$ cat src/rtl/multicycle_control.sv
// rtl/multicycle_control.sv - multi-cycle processor main control FSM with retired-instruction counter
module multicycle_control #(
    parameter int CNT_W = 32
) (
    input  logic             clk,
    input  logic             reset,
    input  logic [5:0]       op,
    input  logic             mem_ready,
    output logic             mem_req,
    output logic             IorD,
    output logic             MemWrite,
    output logic             IRWrite,
    output logic             RegDst,
    output logic             MemtoReg,
    output logic             RegWrite,
    output logic             ALUSrcA,
    output logic [1:0]       ALUSrcB,
    output logic [1:0]       ALUOp,
    output logic [1:0]       PCSrc,
    output logic             PCWrite,
    output logic             Branch,
    output logic             illegal_op,
    output logic [3:0]       state,
    output logic [CNT_W-1:0] instr_count
);

    localparam logic [5:0] OP_LW   = 6'b100011;
    localparam logic [5:0] OP_SW   = 6'b101011;
    localparam logic [5:0] OP_RTYP = 6'b000000;
    localparam logic [5:0] OP_BEQ  = 6'b000100;
    localparam logic [5:0] OP_ADDI = 6'b001000;
    localparam logic [5:0] OP_J    = 6'b000010;

    typedef enum logic [3:0] {
        S_FETCH   = 4'd0,
        S_DECODE  = 4'd1,
        S_MEMADR  = 4'd2,
        S_MEMRD   = 4'd3,
        S_MEMWB   = 4'd4,
        S_MEMWR   = 4'd5,
        S_RTYPEEX = 4'd6,
        S_RTYPEWB = 4'd7,
        S_BEQEX   = 4'd8,
        S_ADDIEX  = 4'd9,
        S_ADDIWB  = 4'd10,
        S_JEX     = 4'd11
    } state_t;

    state_t           state_q, state_d;
    logic [CNT_W-1:0] count_q, count_d;
    logic             retire;
    logic             op_bad;

    assign state       = state_q;
    assign instr_count = count_q;

    // State and retired-instruction counter registers; reset aborts any instruction in flight
    always_ff @(posedge clk or posedge reset) begin
        if (reset) begin
            state_q <= S_FETCH;
            count_q <= '0;
        end else begin
            state_q <= state_d;
            count_q <= count_d;
        end
    end

    // Next-state selection, retirement detection and Moore output decode
    always_comb begin
        state_d    = S_FETCH;
        retire     = 1'b0;
        op_bad     = 1'b0;
        mem_req    = 1'b0;
        IorD       = 1'b0;
        MemWrite   = 1'b0;
        IRWrite    = 1'b0;
        RegDst     = 1'b0;
        MemtoReg   = 1'b0;
        RegWrite   = 1'b0;
        ALUSrcA    = 1'b0;
        ALUSrcB    = 2'b00;
        ALUOp      = 2'b00;
        PCSrc      = 2'b00;
        PCWrite    = 1'b0;
        Branch     = 1'b0;
        illegal_op = 1'b0;

        case (state_q)
            S_FETCH: begin
                mem_req = 1'b1;
                ALUSrcB = 2'b01;
                IRWrite = mem_ready;
                PCWrite = mem_ready;
                state_d = mem_ready ? S_DECODE : S_FETCH;
            end
            S_DECODE: begin
                ALUSrcB = 2'b11;
                case (op)
                    OP_LW, OP_SW: state_d = S_MEMADR;
                    OP_RTYP:      state_d = S_RTYPEEX;
                    OP_BEQ:       state_d = S_BEQEX;
                    OP_ADDI:      state_d = S_ADDIEX;
                    OP_J:         state_d = S_JEX;
                    default: begin
                        op_bad  = 1'b1;
                        state_d = S_FETCH;
                    end
                endcase
                illegal_op = op_bad;
            end
            S_MEMADR: begin
                ALUSrcA = 1'b1;
                ALUSrcB = 2'b10;
                if (op == OP_LW)
                    state_d = S_MEMRD;
                else if (op == OP_SW)
                    state_d = S_MEMWR;
                else
                    state_d = S_FETCH;
            end
            S_MEMRD: begin
                mem_req = 1'b1;
                IorD    = 1'b1;
                state_d = mem_ready ? S_MEMWB : S_MEMRD;
            end
            S_MEMWB: begin
                MemtoReg = 1'b1;
                RegWrite = 1'b1;
                retire   = 1'b1;
            end
            S_MEMWR: begin
                mem_req  = 1'b1;
                IorD     = 1'b1;
                MemWrite = 1'b1;
                retire   = mem_ready;
                state_d  = mem_ready ? S_FETCH : S_MEMWR;
            end
            S_RTYPEEX: begin
                ALUSrcA = 1'b1;
                ALUOp   = 2'b10;
                state_d = S_RTYPEWB;
            end
            S_RTYPEWB: begin
                RegDst   = 1'b1;
                RegWrite = 1'b1;
                retire   = 1'b1;
            end
            S_BEQEX: begin
                ALUSrcA = 1'b1;
                ALUOp   = 2'b01;
                PCSrc   = 2'b01;
                Branch  = 1'b1;
                retire  = 1'b1;
            end
            S_ADDIEX: begin
                ALUSrcA = 1'b1;
                ALUSrcB = 2'b10;
                state_d = S_ADDIWB;
            end
            S_ADDIWB: begin
                RegWrite = 1'b1;
                retire   = 1'b1;
            end
            S_JEX: begin
                PCSrc   = 2'b10;
                PCWrite = 1'b1;
                retire  = 1'b1;
            end
            default: state_d = S_FETCH;
        endcase

        count_d = retire ? count_q + CNT_W'(1) : count_q;

        // Strobes are held low for as long as reset is asserted
        if (reset) begin
            mem_req    = 1'b0;
            MemWrite   = 1'b0;
            IRWrite    = 1'b0;
            RegWrite   = 1'b0;
            PCWrite    = 1'b0;
            Branch     = 1'b0;
            illegal_op = 1'b0;
        end
    end

endmodule

$ cat config.mk
export PLATFORM = sky130hd
export DESIGN_NAME = multicycle_control
export DESIGN_NICKNAME = d
export VERILOG_FILES = /design/src/rtl/multicycle_control.sv
export SDC_FILE = /design/constraint.sdc
export NUM_CORES = 1
export LEC_CHECK = 0
export CAP_MARGIN = 0
export CORE_MARGIN = 2
export CORE_UTILIZATION = 35
export CTS_CLUSTER_DIAMETER = 150
export DETAILED_ROUTE_END_ITERATION = 6
export HOLD_SLACK_MARGIN = 0.08
export PLACE_DENSITY = 0.63
export SLEW_MARGIN = 20
export SYNTH_ARGS = -nofsm -noshare
export SYNTH_HDL_FRONTEND = slang
export SYNTH_SLANG_ARGS = --single-unit
$ cat constraint.sdc
create_clock -name clk -period 2.7 [get_ports clk]
set_input_delay 0.405 -clock clk [delete_from_list [all_inputs] [get_ports clk]]
set_output_delay 0.405 -clock clk [all_outputs]
set_load 0.005 [all_outputs]
# Word level (Yosys, flattened, before mapping)
# Cells that the tools add are included.
dict set report op_classes {
  add_sub_neg 1
  eq_ne 16
  n_mux 30
  reduce_logical 10
}
# operator n
set op_table {}
lappend op_table {{$add 32x1->32 const B} 1}
lappend op_table {{$pmux 4 s7} 1}
lappend op_table {{$pmux 4 s5} 1}
lappend op_table {{$mux 1} 19}
lappend op_table {{$eq 4x3->1 const B} 4}
lappend op_table {{$eq 4x4->1 const B} 4}
lappend op_table {{$eq 6x6->1 const B} 2}
lappend op_table {{$mux 3} 4}
lappend op_table {{$eq 4x2->1 const B} 2}
lappend op_table {{$pmux 2 s2} 2}
lappend op_table {{$eq 6x2->1 const B} 1}
lappend op_table {{$eq 6x3->1 const B} 1}
lappend op_table {{$eq 6x4->1 const B} 1}
lappend op_table {{$logic_not 6->1} 1}
lappend op_table {{$pmux 2 s3} 1}
lappend op_table {{$reduce_or 2->1} 3}
lappend op_table {{$reduce_or 3->1} 2}
lappend op_table {{$reduce_or 6->1} 1}
lappend op_table {{$reduce_or 5->1} 1}
lappend op_table {{$eq 4x1->1 const B} 1}
lappend op_table {{$logic_not 4->1} 1}
lappend op_table {{$pmux 1 s2} 2}
lappend op_table {{$reduce_or 4->1} 1}
dict set report totals {
  register_bits 36
  in_bits 9
  word_cells 59
}

# Depth between registers and ports, before layout
dict set report depth {
  word_depth 5
  ltp_mapped 7
  depth_no_buf 5
}

# Worst setup path before layout
# No wires, ideal clock.
dict set report synth_timing {
  path_type {input to output}
  startpoint {in reset}
  endpoint {out PCWrite}
  t_arrival_ns 1.670
  required_time_ns 2.295
  path_slack_ns 0.625
  stages 3
  path_buffers 0
  path_cell_list {inv_1 > and4_1 > o21bai_1}
}
dict set report synth_between {
  elab_chain_cells 1
}
# element line
set synth_lines {}
lappend synth_lines {{start, declared} 6} ;# input logic reset,
lappend synth_lines {{$mux 1} 175} ;# if (reset) begin
lappend synth_lines {{end, declared} 20} ;# output logic PCWrite,
# No other way between the ends.

# Worst setup path in the final report
dict set report layout_timing {
  startpoint {reg state_q[0] (netlist: state[0])}
  endpoint {out mem_req}
}
dict set report layout_between {
  elab_chain_cells 4
  word_cells_on_any_way 6
  classes_between {eq/ne: 2; mux: 2; reduce/logical: 2}
}
# element line
set layout_lines {}
lappend layout_lines {{start, declared} 49} ;# state_t state_q, state_d;
lappend layout_lines {{start signal, assigned} 63} ;# state_q <= state_d;
lappend layout_lines {{$eq 4x3->1, or another cell as far along} 88} ;# case (state_q)
lappend layout_lines {{$reduce_or 3->1 (no line) (*)} n/a}
lappend layout_lines {{$mux 1 (*)} 88}
lappend layout_lines {{$mux 1 (*)} 175}
lappend layout_lines {{end, declared} 9} ;# output logic mem_req,
# Mark *: on every way between the ends. The rest lies on a longest branch, timed or not.

==> impl_metrics.tcl <==
set metrics [dict create \
    arrival_ps 2070 \
    die_area_um2 6520 \
    drtIter0Drc 61 \
    grt_overflow 0 \
    place_ws_ps 303 \
    cts_setup_buffers 0 \
    port_buffers 61 \
    maxCapViolCount 0 \
    gp_congestion 0.821 \
    finalMaxSlewViolations 0 \
    antenna_found_initial 0 \
    cts_root_buf "clkbuf_8" \
    final_nets 294 \
    cts.reportedPaths.clkPinSlew_ps 70 \
    synth-edff-count 0 \
    ys_ff_latch 36 \
    fin_crit_ps 2470 \
    track_usage_pct 15.9 \
    hold_class "reg -> reg" \
    timing.final.crit_share_pct 91.6 \
    num_vias 1829 \
    grt_max_degree 21 \
    area_growth_pct 39.9 \
    clock.fmax_mhz 404 \
    required_ps 2300 \
    tightest_slew_ps 404 \
    skew_ps 4.03 \
    wire_per_inst_um 13.5 \
    coreArea_um2 5610 \
    drc 0 \
    firstDrtPassIters 4 \
    die_x_um 80.8 \
    final_common_cell "clkdlybuf4s50_1" \
    die_y_um 80.8 \
    drive_gt1_share_pct 8.77 \
    holdBufCountCts 0 \
    ios 62 \
    synth_ff_type "dfrtp_1" \
    peakVddDrop_mv 0.286 \
    rsz0062_at_grt "no" \
    slew_headroom_pct 73.0 \
    criticalPathCategory "reg -> out" \
    synth.distinct_cells 44 \
    async_flop_share_pct 100 \
    power_density_nw_per_um2 521 \
    netlist_area_um2 2060 \
    vias_per_cell 5.12 \
    p_leak_nw 1.17 \
    postSynthCellCount 217 \
    cts-buffers-inserted 5 \
    initial_utilization_pct 36.8 \
    cp_max_fo 10 \
    num_antenna_cells 0 \
    final_cell_mix "clkdlybuf4s50_1, dfrtp_1, nor2_1" \
    tritoncts "yes" \
    cts.path.max_buffers 2 \
    synth_nets 227 \
    grt_pass1_vias 1746 \
    drtAntennaViolNets 0 \
    cts_sinks 36 \
    clk_latency_ps 280 \
    worstSetupEndpointType "primary output" \
    power.total_mw 1.50 \
    htreeDepth 2 \
    synth_area_per_cell_um2 9.50 \
    status "completed" \
    seq_area_frac_synth_pct 43.7 \
    finalWorstSetupSlack_ps 227 \
    num_rows 27 \
    wl_um 4820 \
    dp_hpwl_um 3720 \
    hold_violations 0 \
    grt_first_pass_wirelength_um 8140 \
    yosys_warnings 0 \
    setup_tns_ps 0 \
    finalSetupViolCount 0 \
    start_kind "flip-flop" \
]
-- critical path: stages (launching register included) --
cell and delay [ps]:
dfrtp_1 560, buf_4 220, nor2_1 50, a2111oi_0 370
clkdlybuf4s50_1 580
-- sequential cells by signal, summed over array words and instances (netlist names) --
| name | count |
|---|---|
| state | 4 |
| instr_count | 32 |
-- area by class of cell --
type	count	area, um2
fillers	576	2720
clock buffers	6	72.6
inverters	8	30.0
repair buffers	69	671
flip-flops and latches	36	902
multi-input cells	164	1080
clock inverters	2	35.0
well taps	72	90.1
-- metal layers --
layer	vias up	share of wire, %	track usage, %
met5	-	0	0
met4	0	1.0	5.08
met3	5	3.3	2.67
met2	43	47	25.4
met1	876	49	22.0
li1	905	-	-
-- cells by family after synthesis --
logic type | share of synthesized area [%]
simple gates | 27.9
flops | 43.7
xor+xnor | 14.4
compound gates | 8.01
buf+inv | 3.76
mux | 1.58
fa+ha+maj | 0.607
-- path summary, 6_finish.rpt --
check / startpoint / endpoint / slack [ps] / cells past startpoint
hold reg to reg: instr_count[31]$_DFFE_PP0P_ / instr_count[31]$_DFFE_PP0P_ / 480 / 1
min in group asynchronous: reset / instr_count[15]$_DFFE_PP0P_ / 660 / 3
setup / recovery: state[0]$_DFF_PP0_ / mem_req / 230 / 4
hold / removal: instr_count[31]$_DFFE_PP0P_ / instr_count[31]$_DFFE_PP0P_ / 480 / 1
setup reg to reg: state[3]$_DFF_PP0_ / instr_count[26]$_DFFE_PP0P_ / 700 / 6
max in group asynchronous: reset / instr_count[28]$_DFFE_PP0P_ / 1820 / 3
-- cells in the mapped netlist, drive strengths merged (3+ instances only) --
cell,instances,area [um2]
inv,8,30.0
xor2,14,123
o21ai,9,56.3
nor2,23,86.3
xnor2,20,175
a21oi,4,31.3
nand2,13,48.8
clkbuf,4,15.0
nand2b,4,25.0
nor3,16,80.1
and3,4,25.0
nand4,15,109
dfrtp,36,901
nor4,3,25.0
buf,5,32.5
nand3,12,72.6
-- metrics by stage --
stage | util [%] | hold WS, ps | instances | instance area, um2
after detailed placement | 49.5 | 481 | 349 | 2780
after floorplan | - | 465 | 217 | 2060
after CTS | 51.4 | 490 | 357 | 2880
after global routing | 51.4 | 512 | 357 | 2880
final | 51.4 | 477 | 357 | 2880
after global placement | 49.5 | 456 | 349 | 2780
-- report_power, final --
group	total, mW	internal (mW)	switching [mW]
Clock	0.460	0.274	0.186
Combinational	0.400	0.220	0.181
Sequential	0.644	0.570	0.0740
-- timing repair --
item,4_1_cts,5_1_grt
setup endpoints to repair,0,1
hold endpoints to repair,0,0
resized for setup,0,1
(Power assumes the default switching activity.)
